[src/rtl/hb_decim_sched.sv]
// hb_decim_sched: 11-tap halfband decimate-by-2 filter built around a single
// shared multiply-accumulate unit.
//
// Every sample is written into a 16-entry circular buffer. Each second
// accepted sample (phase 1) starts a computation: 7 MAC cycles over the
// non-zero taps, one saturation cycle, and then the result is held until the
// consumer takes it.
//
// Ports
//   clk        : clock; all state updates on the rising edge
//   rst        : asynchronous active-high reset
//   in_valid   : in_data carries a sample
//   in_data    : signed input sample (Q1.17 at default width)
//   in_ready   : block accepts a sample this cycle (state IDLE)
//   out_valid  : out_data / out_sat are valid
//   out_data   : signed decimated output sample
//   out_ready  : consumer takes the output this cycle
//   out_sat    : out_data was clamped
//   busy       : state is not IDLE
//
// State | meaning
// IDLE  | waiting for input samples; in_ready high
// MAC   | one tap per cycle, k = 0,2,4,5,6,8,10
// SAT   | shift, clamp and register the result
// OUT   | hold the result until out_ready
module hb_decim_sched #(
  parameter int DATA_W = 18,
  parameter int COEF_W = 25,
  parameter int ACC_W  = 48
) (
  input  logic                     clk,
  input  logic                     rst,
  input  logic                     in_valid,
  input  logic signed [DATA_W-1:0] in_data,
  output logic                     in_ready,
  output logic                     out_valid,
  output logic signed [DATA_W-1:0] out_data,
  input  logic                     out_ready,
  output logic                     out_sat,
  output logic                     busy
);

  typedef enum logic [1:0] {IDLE, MAC, SAT, OUT} state_t;

  // Coefficients are Q9.16, so the product carries 16 extra fraction bits.
  localparam int C_FRAC = 16;
  localparam logic signed [COEF_W-1:0] C_H0 = COEF_W'(521);
  localparam logic signed [COEF_W-1:0] C_H2 = COEF_W'(-3560);
  localparam logic signed [COEF_W-1:0] C_H4 = COEF_W'(19428);
  localparam logic signed [COEF_W-1:0] C_H5 = COEF_W'(32768);
  localparam longint C_MAX_L = (longint'(1) << (DATA_W - 1)) - 1;
  localparam logic signed [ACC_W-1:0] C_MAX = ACC_W'(C_MAX_L);
  localparam logic signed [ACC_W-1:0] C_MIN = ACC_W'(-C_MAX_L - 1);

  state_t                    r_state;
  logic                      r_phase;
  logic [3:0]                r_wptr;
  logic [2:0]                r_tap;
  logic signed [ACC_W-1:0]   r_acc;
  logic signed [DATA_W-1:0]  r_buf [16];
  logic                      r_out_valid;
  logic signed [DATA_W-1:0]  r_out_data;
  logic                      r_out_sat;

  logic [3:0]                w_k;
  logic signed [COEF_W-1:0]  w_coef;
  logic [3:0]                w_idx;
  logic signed [DATA_W-1:0]  w_x;
  logic signed [ACC_W-1:0]   w_x_ext;
  logic signed [ACC_W-1:0]   w_coef_ext;
  logic signed [ACC_W-1:0]   w_prod;
  logic signed [ACC_W-1:0]   w_shift;
  logic                      w_hi;
  logic                      w_lo;
  logic signed [DATA_W-1:0]  w_sat_data;

  // Tap counter -> (delay k, coefficient); odd taps other than 5 are zero
  // and are skipped entirely.
  always_comb begin
    w_k    = 4'd0;
    w_coef = '0;
    unique case (r_tap)
      3'd0: begin w_k = 4'd0;  w_coef = C_H0; end
      3'd1: begin w_k = 4'd2;  w_coef = C_H2; end
      3'd2: begin w_k = 4'd4;  w_coef = C_H4; end
      3'd3: begin w_k = 4'd5;  w_coef = C_H5; end
      3'd4: begin w_k = 4'd6;  w_coef = C_H4; end
      3'd5: begin w_k = 4'd8;  w_coef = C_H2; end
      3'd6: begin w_k = 4'd10; w_coef = C_H0; end
      default: begin w_k = 4'd0; w_coef = '0; end
    endcase
  end

  // r_wptr points at the next free slot, so the newest sample is r_wptr-1.
  assign w_idx      = r_wptr - 4'd1 - w_k;
  assign w_x        = r_buf[w_idx];
  assign w_x_ext    = ACC_W'(w_x);
  assign w_coef_ext = ACC_W'(w_coef);
  assign w_prod     = w_x_ext * w_coef_ext;

  assign w_shift    = r_acc >>> C_FRAC;
  assign w_hi       = (w_shift > C_MAX);
  assign w_lo       = (w_shift < C_MIN);
  assign w_sat_data = w_hi ? C_MAX[DATA_W-1:0] :
                      w_lo ? C_MIN[DATA_W-1:0] : w_shift[DATA_W-1:0];

  always_ff @(posedge clk or posedge rst) begin
    if (rst) begin
      r_state     <= IDLE;
      r_phase     <= 1'b0;
      r_wptr      <= 4'd0;
      r_tap       <= 3'd0;
      r_acc       <= '0;
      r_out_valid <= 1'b0;
      r_out_data  <= '0;
      r_out_sat   <= 1'b0;
      for (int i = 0; i < 16; i++) r_buf[i] <= '0;
    end else begin
      unique case (r_state)
        IDLE: begin
          if (in_valid) begin
            r_buf[r_wptr] <= in_data;
            r_wptr        <= r_wptr + 4'd1;
            r_phase       <= ~r_phase;
            if (r_phase) begin
              r_acc   <= '0;
              r_tap   <= 3'd0;
              r_state <= MAC;
            end
          end
        end
        MAC: begin
          r_acc <= r_acc + w_prod;
          if (r_tap == 3'd6) begin
            r_tap   <= 3'd0;
            r_state <= SAT;
          end else begin
            r_tap <= r_tap + 3'd1;
          end
        end
        SAT: begin
          r_out_data  <= w_sat_data;
          r_out_sat   <= w_hi | w_lo;
          r_out_valid <= 1'b1;
          r_state     <= OUT;
        end
        OUT: begin
          if (out_ready) begin
            r_out_valid <= 1'b0;
            r_state     <= IDLE;
          end
        end
        default: r_state <= IDLE;
      endcase
    end
  end

  assign in_ready  = (r_state == IDLE);
  assign busy      = (r_state != IDLE);
  assign out_valid = r_out_valid;
  assign out_data  = r_out_data;
  assign out_sat   = r_out_sat;

endmodule

[config.mk]
export PLATFORM = sky130hd
export DESIGN_NAME = hb_decim_sched
export DESIGN_NICKNAME = d
export VERILOG_FILES = /design/src/rtl/hb_decim_sched.sv
export SDC_FILE = /design/constraint.sdc
export NUM_CORES = 2
export LEC_CHECK = 0
export CAP_MARGIN = 5
export CORE_ASPECT_RATIO = 0.6
export CORE_UTILIZATION = 45
export DETAILED_ROUTE_END_ITERATION = 10
export GPL_TIMING_DRIVEN = 0
export SYNTH_ARGS = -nofsm -noshare
export SYNTH_HDL_FRONTEND = slang
export SYNTH_SLANG_ARGS = --single-unit
[constraint.sdc]
create_clock -name clk -period 20 [get_ports clk]
set_input_delay 2 -clock clk [delete_from_list [all_inputs] [get_ports clk]]
set_output_delay 2 -clock clk [all_outputs]
set_load 0.01 [all_outputs]
======== Yosys cells after proc, flatten, opt, wreduce, memory -nomap -nowiden ========
Cells that the tools add are included.
word-level totals
  output and inout bits ................... 22
  input bits .............................. 22
  register bits ........................... 366
  word-level logic and storage cells ...... 89
operators by class
  magnitude comparators ................... 5
  add/sub/neg operators ................... 5
  reduce and logical (&&, ||, !) cells .... 13
  equal/unequal tests ..................... 13
  multiplexer cells ....................... 24
  $mul .................................... 1
  bitwise logic cells ..................... 4
operators with widths
  operator              count
  $bwmux 288            1
  $pmux 25 s4           1
  $mux 48               2
  $pmux 48 s2           1
  $mux 18               5
  $bmux 18 s4           1
  $demux 18 s4          1
  $add 48x43->48        1
  $mul 18x25->43        1
  $gt 32x18->1 const B  1
  $lt 32x18->1 const B  1
  $pmux 4 s6            1
  $ge 5x5->1 const B    2
  $not 4->5             2
  $eq 3x3->1 const B    3
  $mux 3                3
  $mux 2                4
  $pmux 2 s4            1
  $eq 3x2->1 const B    2
  $ne 2x2->1 const B    3
  $pmux 3 s2            1
  $reduce_bool 2->1     3
  $reduce_or 2->1       3
  $lt 5x1->1 const B    1
  18 further kinds      20

======== Longest topological paths before layout ========
  depth after elaboration ................. 10
  gate-level depth with buffers ........... 42

======== Least setup slack after synthesis ========
Ideal clock, no wire load.
  path type ............................... reg2reg
  from .................................... reg r_tap[0]
  to ...................................... reg r_acc[41]
  path buffers ............................ 6
  slack ................................... 10.075 ns
  data arrival time ....................... 9.778 ns
  stages on the path, launching flop included .. 39
  period minus slack after synthesis ...... 9.925 ns
  cells stage by stage .................... dfrtp_1 -> clkbuf_1 -> nand2_1 -> inv_1 -> clkbuf_1 -> ha_1 -> inv_1 -> ha_1 -> inv_1 -> fa_1 -> buf_4 -> buf_4 -> buf_2 -> mux4_2 -> nand2_1 -> nand3_1 -> o21ai_2 -> nor2_1 -> [... 3 more ...] -> fa_1 -> fa_1 -> inv_1 -> fa_1 -> inv_1 -> fa_1 -> inv_1 -> ha_1 -> ha_1 -> clkbuf_1 -> and3_1 -> and2_1 -> and3_1 -> nand4_1 -> o21a_1 -> a21oi_1 -> mux2i_1 -> o311ai_0
between the ends
  word-level cells in the longest chain between the ends .. 10
  elaborated cells between the ends (all ways) .. 20
  those cells by class .................... 2 x add/sub; 1 x mul; 6 x eq/ne; 6 x mux; 1 x bitwise; 4 x reduce/logical
RTL lines
  element                                      line  source
  from (decl)                                  58    logic [2:0] r_tap;
  from (signal assigned)                       138   r_tap <= r_tap + 3'd1;
  $eq 3x3->1, or another cell as far along     82    unique case (r_tap)
  $pmux 4 s6                                   82
  $sub 4x4->4                                  95    assign w_idx = r_wptr - 4'd1 - w_k;
  $not 4->5 (not written as such)              96    assign w_x = r_buf[w_idx];
  $bmux 18 s4                                  96
  $mux 18 (not written as such) (2 in series)  96
  $mul 18x25->43 (*)                           99    assign w_prod = w_x_ext * w_coef_ext;
  $add 48x43->48 (*)                           133   r_acc <= r_acc + w_prod;
  $pmux 48 s2 (*)                              119   unique case (r_state)
  to (signal assigned)                         133
  to (decl)                                    59    logic signed [ACC_W-1:0] r_acc;
Every way passes the cells marked *; elsewhere a longest branch is shown, timed or not. The select of a mux whose other input is x is not followed.
A chain may end at the register's enable or synchronous reset.

======== Worst setup path in the final report ========
  from .................................... reg r_tap[0]
  to ...................................... reg r_acc[47]
Same word-level chain as after synthesis.

==> metrics.txt <==
CTS tree yes; number of input and output port buffers inserted 43; Critical Path Fanout Max 10; number of hold violations in the final report 0; final global-route overflow total 0; total of warnings raised by yosys 0; clock transition time at the flip-flop clock pins of the worst setup and hold paths 60 ps; number of buffers created by CTS 38; post-CTS sizing 0; required time at the endpoint of the critical path 20440 ps; leading cell types by total area after synthesis sky130_fd_sc_hd__dfrtp_1, sky130_fd_sc_hd__fa_1, sky130_fd_sc_hd__mux2_2; worst rel slew slack 0.132; number of flip-flops and latches in the synthesized netlist 366; share of the synthesized area in the top cell type 0.307; Die H 201 um; detailed-route wire length 80.2 mm; pin count of the biggest net entering global routing 131; Iteration-0 DRC Markers 1700; ratio of cells with drive above 1 in the final layout 0.180; final antenna-violating net count 0; Cell Area, Synth 29800 um2; Net count, final 3248; die footprint 67300 um2; share of the clock period used by the worst path after layout 0.659; number of maximum-capacitance constraint violations 0; Crit Path Category flop to flop; count of hold-fix buffers inserted at cts 0; type of destination of the critical path flop; sort of element at the start of the critical path flop; Async S/R FF share, synth 1.00; Data arrival, critical path 13620 ps; site row count 72; Cells after Synth 2602; detailed placer's ending HPWL 64.7 mm; antenna cell count 0; post-synthesis sequential area ratio 0.307; Final Max Tran Viols 0; global-route wire length before repair 129 mm; Die X 334 um; Wirelength per Cell 22.3 um; clock latency of the later-clocked register in the worst-skew pair 580 ps; area delta synth->final 9.67%; final worst hold slack 486 ps; total via count in the routed design 19800; standard cell with the maximum stage delay on the critical path sky130_fd_sc_hd__xor2_1; count of clock tree sinks 366; Most used DFF post-synth sky130_fd_sc_hd__dfrtp_1; depth of the CTS H-tree 2; number of distinct library cells after synthesis 65; detailed-routing iteration count for the pre-antenna-repair pass 6; core area 65000 um2; Vias/cell 5.49; total routing resource utilization after global routing 0.252; worst-margin pin slew 1300 ps; CTS Buffer Depth 3; synthesized area per cell 11.5 um2; setup skew after layout 27.1 ps; crit path time final 13170 ps; number of global-route vias before repair 21300; detailed-route DRC error count 0; Critical path buffers and inverters 11; final std cell area, no fill 32700 um2; cell types with the highest counts after synthesis sky130_fd_sc_hd__inv_1, sky130_fd_sc_hd__dfrtp_1, sky130_fd_sc_hd__fa_1; clock root buffer sky130_fd_sc_hd__clkbuf_16; number of antenna violations at the first check in global routing 0; syn nets 3162; I/O pin cnt 44; RSZ-0062 raised after global routing false; placed standard-cell area 31400 um2; final estimated routing congestion in global placement 0.941; count of buffers added by post-CTS timing repair for setup 0; most instantiated library cell after synthesis sky130_fd_sc_hd__inv_1; starting utilization of the core area 0.459; sum of negative setup slack 0 ps; EDFF count, synth 0; setup-violating endpoint count in the final report 0; family with the most delay on the worst path adder cells; run status complete, no violations; max frequency 75.9 MHz; Worst Hold Class flop to flop; most area-hungry cell type in the Yosys netlist sky130_fd_sc_hd__dfrtp_1; maximum single-stage delay on the critical path 740 ps; Worst path most repeated cell sky130_fd_sc_hd__fa_1
[layout make-up]
class | count | area, um2
timing repair buffer | 46 | 513
multi-input combinational | 1667 | 18400
tap | 888 | 1110
clock inverter | 11 | 143
sequential | 366 | 9160
inverter | 461 | 1740
fill | 5735 | 32300
clock buffer | 56 | 1110
buffer | 108 | 482
[cell usage in the layout (no fill, tap or decap), types with 6 or more instances in the layout]
| cell type | synthesis | layout |
|---|---|---|
| sky130_fd_sc_hd__a211oi_1 | 7 | 7 |
| sky130_fd_sc_hd__a21o_1 | 15 | 15 |
| sky130_fd_sc_hd__a21oi_1 | 101 | 101 |
| sky130_fd_sc_hd__a22o_1 | 7 | 7 |
| sky130_fd_sc_hd__a31oi_1 | 8 | 8 |
| sky130_fd_sc_hd__and2_1 | 14 | 14 |
| sky130_fd_sc_hd__and3_1 | 9 | 9 |
| sky130_fd_sc_hd__buf_2 | 15 | 15 |
| sky130_fd_sc_hd__buf_4 | 11 | 11 |
| sky130_fd_sc_hd__clkbuf_1 | 75 | 84 |
| sky130_fd_sc_hd__clkbuf_16 | 0 | 38 |
| sky130_fd_sc_hd__clkbuf_8 | 0 | 9 |
| sky130_fd_sc_hd__clkdlybuf4s50_1 | 0 | 43 |
| sky130_fd_sc_hd__dfrtp_1 | 366 | 366 |
| sky130_fd_sc_hd__fa_1 | 358 | 358 |
| sky130_fd_sc_hd__ha_1 | 180 | 180 |
| sky130_fd_sc_hd__inv_1 | 459 | 457 |
| sky130_fd_sc_hd__mux2_2 | 290 | 290 |
| sky130_fd_sc_hd__mux4_2 | 72 | 72 |
| sky130_fd_sc_hd__nand2_1 | 186 | 186 |
| sky130_fd_sc_hd__nand2b_1 | 19 | 19 |
| sky130_fd_sc_hd__nand3_1 | 29 | 29 |
| sky130_fd_sc_hd__nand4_1 | 14 | 14 |
| sky130_fd_sc_hd__nor2_1 | 127 | 127 |
| sky130_fd_sc_hd__nor2b_1 | 7 | 7 |
| sky130_fd_sc_hd__nor3_1 | 9 | 9 |
| sky130_fd_sc_hd__o21ai_0 | 67 | 67 |
| sky130_fd_sc_hd__o21ai_1 | 8 | 8 |
| sky130_fd_sc_hd__o21ai_2 | 12 | 12 |
| sky130_fd_sc_hd__o21bai_1 | 12 | 12 |
| sky130_fd_sc_hd__o31ai_1 | 6 | 6 |
| sky130_fd_sc_hd__or2_2 | 7 | 7 |
| sky130_fd_sc_hd__xnor2_1 | 31 | 31 |
| sky130_fd_sc_hd__xor2_1 | 25 | 25 |
[through the flow]
step | utilization | setup WS [ps] | cells
detailed placement | 0.484 | 6830 | 3535
finish | 0.503 | 6830 | 3603
CTS | 0.503 | 6800 | 3602
global placement | 0.483 | 3620 | 3533
floorplan | - | 7840 | 2602
global route | 0.503 | 6210 | 3603
[path summary, 6_finish.rpt]
kind	start	endpoint	slack [ps]	cells past startpoint
max reg2reg	r_tap[0]	r_acc[47]	6830	36
min in group asynchronous	rst	r_acc[10]	1990	2
max	r_tap[0]	r_acc[47]	6830	36
min reg2reg	r_acc[5]	r_acc[5]	490	2
max in group asynchronous	rst	r_buf[266]	16280	4
min	r_acc[5]	r_acc[5]	490	2
[kinds of logic after synthesis]
kind of cell    synth area share
compound gates            0.0567
simple gates              0.0637
fa+ha+maj                  0.316
mux                        0.164
flops                      0.307
xor+xnor                  0.0179
buf+inv                   0.0742
[sequential cells by signal (all words and copies together), names as in the netlist]
signal / cells
r_acc: 48
out_valid: 1
r_wptr: 4
r_phase: 1
r_tap: 3
r_buf: 288
r_state: 2
out_sat: 1
out_data: 18
[layer usage]
metal  share of wire  routed length, um  up-vias  GRT usage
li1                -                  -     8657          -
met1            0.51              40800    10400      0.411
met2            0.38              30900      680      0.331
met3           0.094               7550       82     0.0711
met4           0.013               1060        0     0.0398
met5               0                  0        -          0
[tightest hold or removal path, delay by kind of cell, from the launching register on]
| kind | cells | cell delay [ps] |
|---|---|---|
| flip-flops | 1 | 340 |
| AND/OR/NAND/NOR | 1 | 50 |
| AO/OA/AOI/OAI | 1 | 60 |
Power is left out: the tool's default activity adds up to more than one toggle a clock period on the data nets, which glitch-free logic cannot reach.
